File: config.mk
export PLATFORM = sky130hd
export DESIGN_NAME = spi_controller
export DESIGN_NICKNAME = d
export VERILOG_FILES = /design/src/rtl/spi_pkg.sv /design/src/rtl/spi_clk_tick.sv /design/src/rtl/spi_controller.sv
export SDC_FILE = /design/constraint.sdc
export NUM_CORES = 1
export LEC_CHECK = 0
export BUFFER_PORTS_ARGS = -buffer_cell sky130_fd_sc_hd__buf_2
export CAP_MARGIN = 20
export CORE_ASPECT_RATIO = 0.8
export CORE_UTILIZATION = 55
export CTS_BUF_LIST = sky130_fd_sc_hd__clkbuf_16
export CTS_CLUSTER_SIZE = 25
export DETAILED_ROUTE_END_ITERATION = 8
export PLACE_DENSITY = 0.76
export SETUP_SLACK_MARGIN = 0.15
export SLEW_MARGIN = 40
export SYNTH_ARGS = -nofsm -noshare
export SYNTH_HDL_FRONTEND = slang
export SYNTH_SLANG_ARGS = --single-unit
File: constraint.sdc
create_clock -name clk -period 2.77 [get_ports clk]
set_input_delay 0.831 -clock clk [delete_from_list [all_inputs] [get_ports clk]]
set_output_delay 0.831 -clock clk [all_outputs]
set_load 0.05 [all_outputs]
File: src/rtl/spi_pkg.sv
// Shared SPI controller definitions: frame layout, register map and FSM state encoding.
package spi_pkg;

   localparam int unsigned FRAME_BITS = 16;
   localparam int unsigned ADDR_W     = 7;
   localparam int unsigned DATA_W     = 8;
   localparam int unsigned BIT_CNT_W  = 5;
   localparam int unsigned PHASE_W    = 8;

   localparam logic [ADDR_W-1:0] ADDR_EN_OUT_7_0  = 7'h00;
   localparam logic [ADDR_W-1:0] ADDR_EN_OUT_15_8 = 7'h01;
   localparam logic [ADDR_W-1:0] ADDR_EN_PWM_7_0  = 7'h02;
   localparam logic [ADDR_W-1:0] ADDR_EN_PWM_15_8 = 7'h03;
   localparam logic [ADDR_W-1:0] ADDR_PWM_DUTY    = 7'h04;

   typedef struct packed {
      logic              rw;
      logic [ADDR_W-1:0] addr;
      logic [DATA_W-1:0] data;
   } spi_frame_t;

   typedef enum logic [2:0] {
      ST_IDLE,
      ST_SETUP,
      ST_SHIFT,
      ST_HOLD,
      ST_GAP
   } spi_state_e;

endpackage

File: src/rtl/spi_clk_tick.sv
// Half-period phase counter: counts 0..HALF_PERIOD-1 while enabled, held at 0 otherwise.
module spi_clk_tick
   import spi_pkg::*;
#(
   parameter int unsigned HALF_PERIOD = 4
) (
   input  logic clk,
   input  logic rst_n,
   input  logic en,
   output logic tick_c
);

   logic [PHASE_W-1:0] phase;

   assign tick_c = en && (phase == PHASE_W'(HALF_PERIOD - 1));

   always_ff @(posedge clk) begin
      if (!rst_n)      phase <= '0;
      else if (!en)    phase <= '0;
      else if (tick_c) phase <= '0;
      else             phase <= phase + PHASE_W'(1);
   end

endmodule

File: src/rtl/spi_controller.sv
// SPI write controller (16-bit {rw, addr, data} frames, MSB first, SCLK idles low).
// Define SPI_CTRL_READ_EN to add read frames with CIPO capture into rsp_data.
module spi_controller
   import spi_pkg::*;
#(
   parameter int unsigned HALF_PERIOD = 4
) (
   input  logic              clk,
   input  logic              rst_n,
   input  logic              cmd_valid,
   output logic              cmd_ready,
   input  logic [ADDR_W-1:0] cmd_addr,
   input  logic [DATA_W-1:0] cmd_data,
`ifdef SPI_CTRL_READ_EN
   input  logic              cmd_rw,
   input  logic              CIPO,
   output logic [DATA_W-1:0] rsp_data,
   output logic              rsp_valid,
`endif
   output logic              busy,
   output logic              done,
   output logic              SCLK,
   output logic              nCS,
   output logic              COPI
);

   spi_state_e              state, state_d;
   logic [FRAME_BITS-1:0]   sreg, sreg_d;
   logic [BIT_CNT_W-1:0]    bit_cnt, bit_cnt_d;
   logic                    sclk_d, ncs_d, busy_d, done_d, ready_d;
   logic                    tick_c, accept_c, frame_rw_c;
   spi_frame_t              frame_c;

   spi_clk_tick #(.HALF_PERIOD(HALF_PERIOD)) u_tick (
      .clk    (clk),
      .rst_n  (rst_n),
      .en     (state != ST_IDLE),
      .tick_c (tick_c)
   );

`ifdef SPI_CTRL_READ_EN
   assign frame_rw_c = cmd_rw;
`else
   assign frame_rw_c = 1'b1;
`endif

   assign accept_c = (state == ST_IDLE) && cmd_valid && cmd_ready;
   assign frame_c  = '{rw: frame_rw_c, addr: cmd_addr, data: cmd_data};
   // The shift register MSB is the serial output; it is cleared before GAP so COPI idles low.
   assign COPI     = sreg[FRAME_BITS-1];

   always_ff @(posedge clk) begin
      if (!rst_n) state <= ST_IDLE;
      else        state <= state_d;
   end

   always_comb begin
      state_d = state;
      case (state)
         ST_IDLE:  if (accept_c) state_d = ST_SETUP;
         ST_SETUP: if (tick_c)   state_d = ST_SHIFT;
         ST_SHIFT: if (tick_c && SCLK && (bit_cnt == BIT_CNT_W'(FRAME_BITS - 1)))
                                 state_d = ST_HOLD;
         ST_HOLD:  if (tick_c)   state_d = ST_GAP;
         ST_GAP:   if (tick_c)   state_d = ST_IDLE;
         default:                state_d = ST_IDLE;
      endcase
   end

   always_comb begin
      sreg_d    = sreg;
      bit_cnt_d = bit_cnt;
      sclk_d    = SCLK;
      ncs_d     = !(state_d inside {ST_SETUP, ST_SHIFT, ST_HOLD});
      busy_d    = (state_d != ST_IDLE);
      ready_d   = (state_d == ST_IDLE);
      done_d    = (state == ST_HOLD) && (state_d == ST_GAP);
      case (state)
         ST_IDLE: if (accept_c) begin
            sreg_d    = frame_c;
            bit_cnt_d = '0;
            sclk_d    = 1'b0;
         end
         ST_SETUP: if (tick_c) sclk_d = 1'b1;
         // Falling edge advances to the next bit, except after the last bit (HOLD keeps bit 0).
         ST_SHIFT: if (tick_c) begin
            sclk_d = !SCLK;
            if (SCLK) begin
               bit_cnt_d = bit_cnt + BIT_CNT_W'(1);
               if (state_d == ST_SHIFT) sreg_d = {sreg[FRAME_BITS-2:0], 1'b0};
            end
         end
         ST_HOLD: if (tick_c) begin
            sreg_d    = '0;
            bit_cnt_d = '0;
         end
         default: ;
      endcase
   end

   always_ff @(posedge clk) begin
      if (!rst_n) begin
         sreg      <= '0;
         bit_cnt   <= '0;
         SCLK      <= 1'b0;
         nCS       <= 1'b1;
         busy      <= 1'b0;
         done      <= 1'b0;
         cmd_ready <= 1'b0;
      end else begin
         sreg      <= sreg_d;
         bit_cnt   <= bit_cnt_d;
         SCLK      <= sclk_d;
         nCS       <= ncs_d;
         busy      <= busy_d;
         done      <= done_d;
         cmd_ready <= ready_d;
      end
   end

`ifdef SPI_CTRL_READ_EN
   logic              rw_q, rw_d;
   logic [DATA_W-1:0] rsp_sh, rsp_sh_d, rsp_data_d;
   logic              rsp_valid_d;

   // CIPO is sampled on the last cycle of each SCLK-high phase of data bits 7..0.
   always_comb begin
      rw_d        = rw_q;
      rsp_sh_d    = rsp_sh;
      rsp_data_d  = rsp_data;
      rsp_valid_d = 1'b0;
      if (accept_c) begin
         rw_d     = cmd_rw;
         rsp_sh_d = '0;
      end
      if ((state == ST_SHIFT) && tick_c && SCLK && (bit_cnt >= BIT_CNT_W'(FRAME_BITS - DATA_W)))
         rsp_sh_d = {rsp_sh[DATA_W-2:0], CIPO};
      if (done_d && !rw_q) begin
         rsp_data_d  = rsp_sh;
         rsp_valid_d = 1'b1;
      end
   end

   always_ff @(posedge clk) begin
      if (!rst_n) begin
         rw_q      <= 1'b1;
         rsp_sh    <= '0;
         rsp_data  <= '0;
         rsp_valid <= 1'b0;
      end else begin
         rw_q      <= rw_d;
         rsp_sh    <= rsp_sh_d;
         rsp_data  <= rsp_data_d;
         rsp_valid <= rsp_valid_d;
      end
   end
`endif

endmodule

==> flow_summary.toml, run 1 <==
[outcome]
outcome = "completed"

[clock_network]
tritoncts = "done"
htreeDepth = 2
cts_sinks = 37
hold_buffers = 0
cts_buffer_depth = 2
post_cts_buffers = 0
insertion_delay_ps = 280
cts_resized = 0
path_clk_slew_ps = 50
root_buffer = "clkbuf_16"
cts_made_buffers = 5

[logic_synthesis]
ys_warn_count = 0
synth-edff-count = 0
netlist_instances = 203
avgSynthCellArea_um2 = 9.640
synth-main-ff-cell = "dfxtp_1"
ys_seq_area_share_pct = 37.85
synth_fp_nets = 224
syn_area_mm2 = 0.001957
async_flop_share_pct = 0
ys_ff_latch = 37
ys_types = 48

[place]
gp_congestion = 0.8758
dp_hpwl_um = 2845
numPortBuffers = 23

[global_routing]
grt_overflow = 0
antenna_found_initial = 0
grt_max_degree = 19
grt.total_usage_pct = 25.28
grt_pass1_wl_um = 7196
grt_pass1_vias = 1536

[worst_setup_path]
slowest_delay_ps = 460
critical-path-top-delay-family = "simple AND/OR/NAND/NOR gates"
reg2reg_depth = 6
path_class = "flip-flop to flip-flop"
crit_buf_inv = 1
ff2ff_setup_slack_ps = 400
critPathLaunchType = "flip-flop"
worstPathRequired_ps = 2960
end_kind = "flip-flop"
crit_chain = "ha_1, nor4b_4, nand4_4, and3_1, clkbuf_8, a211oi_1"
slowest_stage = "nor4b_4"
worst-path-stages = 6
cp_data_arrival_time_ps = 2560
cp_max_fo = 17

[timing]
worst_slew_pin_slew_ps = 619.0
setup_tns_ps = 0
fin_crit_sh_pct = 85.46
drv_slew = 0
setup_viol = 0
finalClockSkew_ps = 2.313
grt_setup_unrepaired = "false"
fin_crit_ps = 2367
clock.fmax_mhz = 422.4
max_slew_margin_pct = 58.68
final_hold_viol_count = 0

[power]
p_leak_nw = 0.8120
peakVddDrop_mv = 0.3989
powerDensity_mw_per_mm2 = 562.0

[routing]
routed_wl_um = 4403
vias_per_cell = 6.177
vias = 1637
wire_per_inst_um = 16.62
first_pass_iters = 4
drc = 0
drt_iter0_drc = 153
ant_nets = 0

[worst_hold_path]
hold_path_depth = 1
worstHoldPathType = "flip-flop to flip-flop"

[finish]
drive_gt1_share_pct = 24.00
fin_util_pct = 68.79
areaGrowthSynthToFinish_pct = 14.00
nets = 246
diodes = 0
fill_cells = 251

[run]
drv_cap = 0

[floorplan]
coreArea_mm2 = 0.003243
dieArea_mm2 = 0.003802
rows = 18
start_util_pct = 60.34
ioPinCount = 24
die_w_um = 68.69
die_h_um = 55.35
## Yosys cell counts, drive strengths merged (3+ instances only)
| cell type | n | area share [%] |
|---|---|---|
| a31oi | 18 | 5.8 |
| clkbuf | 7 | 1.3 |
| nor2b | 15 | 4.8 |
| xor2 | 5 | 2.2 |
| nor2 | 15 | 2.9 |
| nand2 | 7 | 1.3 |
| nand4 | 4 | 2.0 |
| mux2i | 15 | 7.7 |
| a211oi | 17 | 9.1 |
| o21ai | 5 | 1.9 |
| a21oi | 6 | 1.7 |
| ha | 3 | 1.9 |
| and3 | 4 | 1.3 |
| dfxtp | 37 | 38 |
| nand3 | 5 | 1.3 |
| buf | 7 | 3.0 |
| inv | 4 | 0.77 |
## flip-flops by register name, indices dropped and copies added, names as in the netlist
signal	cells
busy	1
state	3
nCS	1
u_tick.phase	8
SCLK	1
sreg	16
done	1
cmd_ready	1
bit_cnt	5
## through the flow
stage	instances	setup WS, ps	cell area, um^2	power (mW)	hold slack [ps]
5_1_grt	265	293.7	2231	1.298	479.0
6_report	265	402.8	2231	1.254	464.7
3_5_place_dp	257	389.4	2085	0.7407	454.1
2_1_floorplan	203	840.6	1957	0.7036	425.8
4_1_cts	264	348.0	2217	1.255	465.9
3_3_place_gp	257	505.5	2077	0.7336	439.6
## final cells by class
class                      instances  area (um^2)  share of cell area (%)
multi-input combinational        148         1126                   50.48
clock buffer                       5        125.1                   5.609
timing repair buffer              29        166.4                   7.459
sequential                        37        740.7                   33.20
inverter                           4        15.01                  0.6730
tap                               40        50.05                   2.243
clock inverter                     2        7.507                  0.3365
## placed cells by master, fill, tap and decap left out, drive strengths merged, types with 2 or more instances in the layout
cell type   n
inv         5
and3        4
xnor2       2
mux2i      15
xor2        5
o21ai       5
a311oi      2
clkbuf      6
a211oi     17
nor2       15
nand3       5
nand2       7
nand4       4
nor2b      15
nor3        2
a311o       2
buf        28
a21oi       6
a31oi      18
and2        2
nand2b      2
ha          3
dfxtp      37
## metal layers
layer	vias to the layer above	wire, um	part of all wire, %	GRT usage [%]
met5	-	0	0	0
li1	799	-	-	-
met1	791	2191	50	35.03
met4	0	66	1.5	8.746
met3	7	171	3.9	6.198
met2	40	1973	45	37.68
## final timing paths
| kind | from | to |
|---|---|---|
| hold reg to reg | u_tick.phase[0] | u_tick.phase[0] |
| setup reg to reg | u_tick.phase[0] | sreg[13] |
| setup / recovery | u_tick.phase[0] | sreg[13] |
| hold / removal | u_tick.phase[0] | u_tick.phase[0] |
## where the power goes
| part | switching, mW | internal, mW |
|---|---|---|
| registers | 0.0178 | 0.559 |
| logic | 0.0944 | 0.0644 |
| clock network | 0.198 | 0.321 |
## logic make-up (layout without fill, tap and decap cells)
family	Yosys count	count (layout)	share of synthesized area, %
buffers and inverters	18	40	5.115
XOR/XNOR	7	7	3.133
AND/OR/NAND/NOR	67	67	21.42
adder cells (fa/ha/maj)	3	3	1.918
AO/OA/AOI/OAI	56	56	22.89
flip-flops	37	37	37.85
multiplexers	15	15	7.672
Note: power is estimated with default switching activity, not from simulation.
==> run 2: changes to the inputs <==
Settings changed: HOLD_SLACK_MARGIN set to 0.15, PLACE_DENSITY 0.76 to 0.74.
Clock period 2.77 ns to 2.4 ns, I/O delays scaled along.
==> flow_summary.toml, run 2 (same netlist as run 1, synthesis figures left out) <==
[finish]
areaGrowthSynthToFinish_pct = 14.39
nets = 247
fin_util_pct = 69.02
postLayoutCellArea_mm2 = 0.002238
mostFrequentLayoutCells = "dfxtp_1, buf_2, a31oi_1"
largest_register = "sreg"
final_common_cell = "dfxtp_1"
diodes = 0
drive_gt1_share_pct = 25.11
largest_reg_flops = 16
reg_top3 = "sreg: 16 flops, u_tick.phase: 8 flops, bit_cnt: 5 flops"

[timing]
worst_slew_pin_slew_ps = 622.6
fin_crit_sh_pct = 85.23
final_hold_viol_count = 0
drv_slew = 0
grt_setup_unrepaired = "false"
max_slew_margin_pct = 58.43
finalWorstSetupSlack_ps = 354.6
fin_crit_ps = 2045
finalClockSkew_ps = 5.136
setup_tns_ps = 0
clock.fmax_mhz = 488.9
setup_viol = 0

[worst_setup_path]
end_kind = "flip-flop"
r2r-start = "state[1]"
cp_data_arrival_time_ps = 2260
ff2ff_setup_slack_ps = 350
worstPathRequired_ps = 2610
path_class = "flip-flop to flip-flop"
cp_max_fo = 16
reg2reg_depth = 5
critPathLaunchType = "flip-flop"
regToRegEndpoint = "sreg[0]"

[power]
peakVddDrop_mv = 0.5825
p_leak_nw = 0.8207
powerDensity_mw_per_mm2 = 657.1
finalPower_mw = 1.471

[clock_network]
post_cts_buffers = 0
insertion_delay_ps = 280
root_buffer = "clkbuf_16"
path_clk_slew_ps = 60
cts_resized = 0
cts_made_buffers = 5
cts_buffer_depth = 2
htreeDepth = 2
cts_sinks = 37
hold_buffers = 0
tritoncts = "done"

[floorplan]
ioPinCount = 24
die_h_um = 55.35
die_w_um = 68.69
rows = 18
dieArea_mm2 = 0.003802
start_util_pct = 60.34
coreArea_mm2 = 0.003243

[place]
dp_hpwl_um = 2842
numPortBuffers = 23
dp_slack_ps = 324.5
gp_congestion = 0.8173
place_area_mm2 = 0.002100

[run]
drv_cap = 0

[global_routing]
grt_overflow = 0
grt_max_degree = 22
antenna_found_initial = 0
grt_pass1_wl_um = 6989
grt_pass1_vias = 1544
grt.total_usage_pct = 24.29

[worst_hold_path]
hold_path_depth = 2
worstHoldPathType = "flip-flop to flip-flop"
holdPathEnd = "sreg[0]"
hp-start = "sreg[0]"

[routing]
drt_iter0_drc = 161
ant_nets = 0
drc = 0
wire_per_inst_um = 15.71
vias_per_cell = 6.056
first_pass_iters = 4
routed_wl_um = 4194
vias = 1617

[outcome]
outcome = "completed"
==> run 2: cell count changes in the layout (fill, tap and decap cells not counted) <==
cell	previous run	this run
buf_4	5	7
clkbuf_8	1	0
clkinv_1	1	0
clkinv_2	0	2
==> run 2: report_power, final <==
group	leakage, nW	internal [mW]	total, mW	switching (mW)
Combinational	0.444	0.0731	0.180	0.107
Sequential	0.302	0.644	0.666	0.0217
Clock	0.0748	0.377	0.625	0.248
Total	0.821	1.09	1.47	0.377
==> run 2: cell type report <==
cell class                 count  area [um^2]
inverter                       4        15.01
clock buffer                   5        125.1
tap                           40        50.05
fill                         252         1005
multi-input combinational    148         1126
sequential                    37        740.7
timing repair buffer          30        167.7
clock inverter                 3        13.76
==> run 2: routing by layer <==
layer  vias up  wire length [um]  part of all wire (%)  global-route usage [%]
met5         -                 0                     0                       0
met4         0                45                   1.1                   8.746
met3         5               232                   5.5                   5.579
met2        46              1895                    45                   36.41
met1       763              2020                    48                   33.63
li1        803                 -                     -                       -
==> run 2: worst max-delay path, cell delays in order (launching register included) <==
cell	delay (ps)
dfxtp_1	660
o21ai_0	250
a21oi_2	390
and3_1	220
buf_4	260
mux2i_1	200
==> run 2: per-stage QoR <==
stage               cells  hold slack (ps)
finish                267            457.3
global route          267            477.0
CTS                   267            455.6
detailed placement    259            446.2
global placement      259            442.5
floorplan             203            425.8
==> run 2: how the worst max path moves through the flow <==
stage / from / end / slack [ps] / depth (start not counted)
after CTS: state[1] / sreg[0] / 360 / 5
after floorplan: u_tick.phase[0] / sreg[3] / 470 / 7
final: state[1] / sreg[0] / 350 / 5
after global placement: cmd_valid / sreg[0] / 390 / 6
after detailed placement: cmd_valid / sreg[0] / 320 / 6
after global routing: state[1] / sreg[15] / 200 / 5
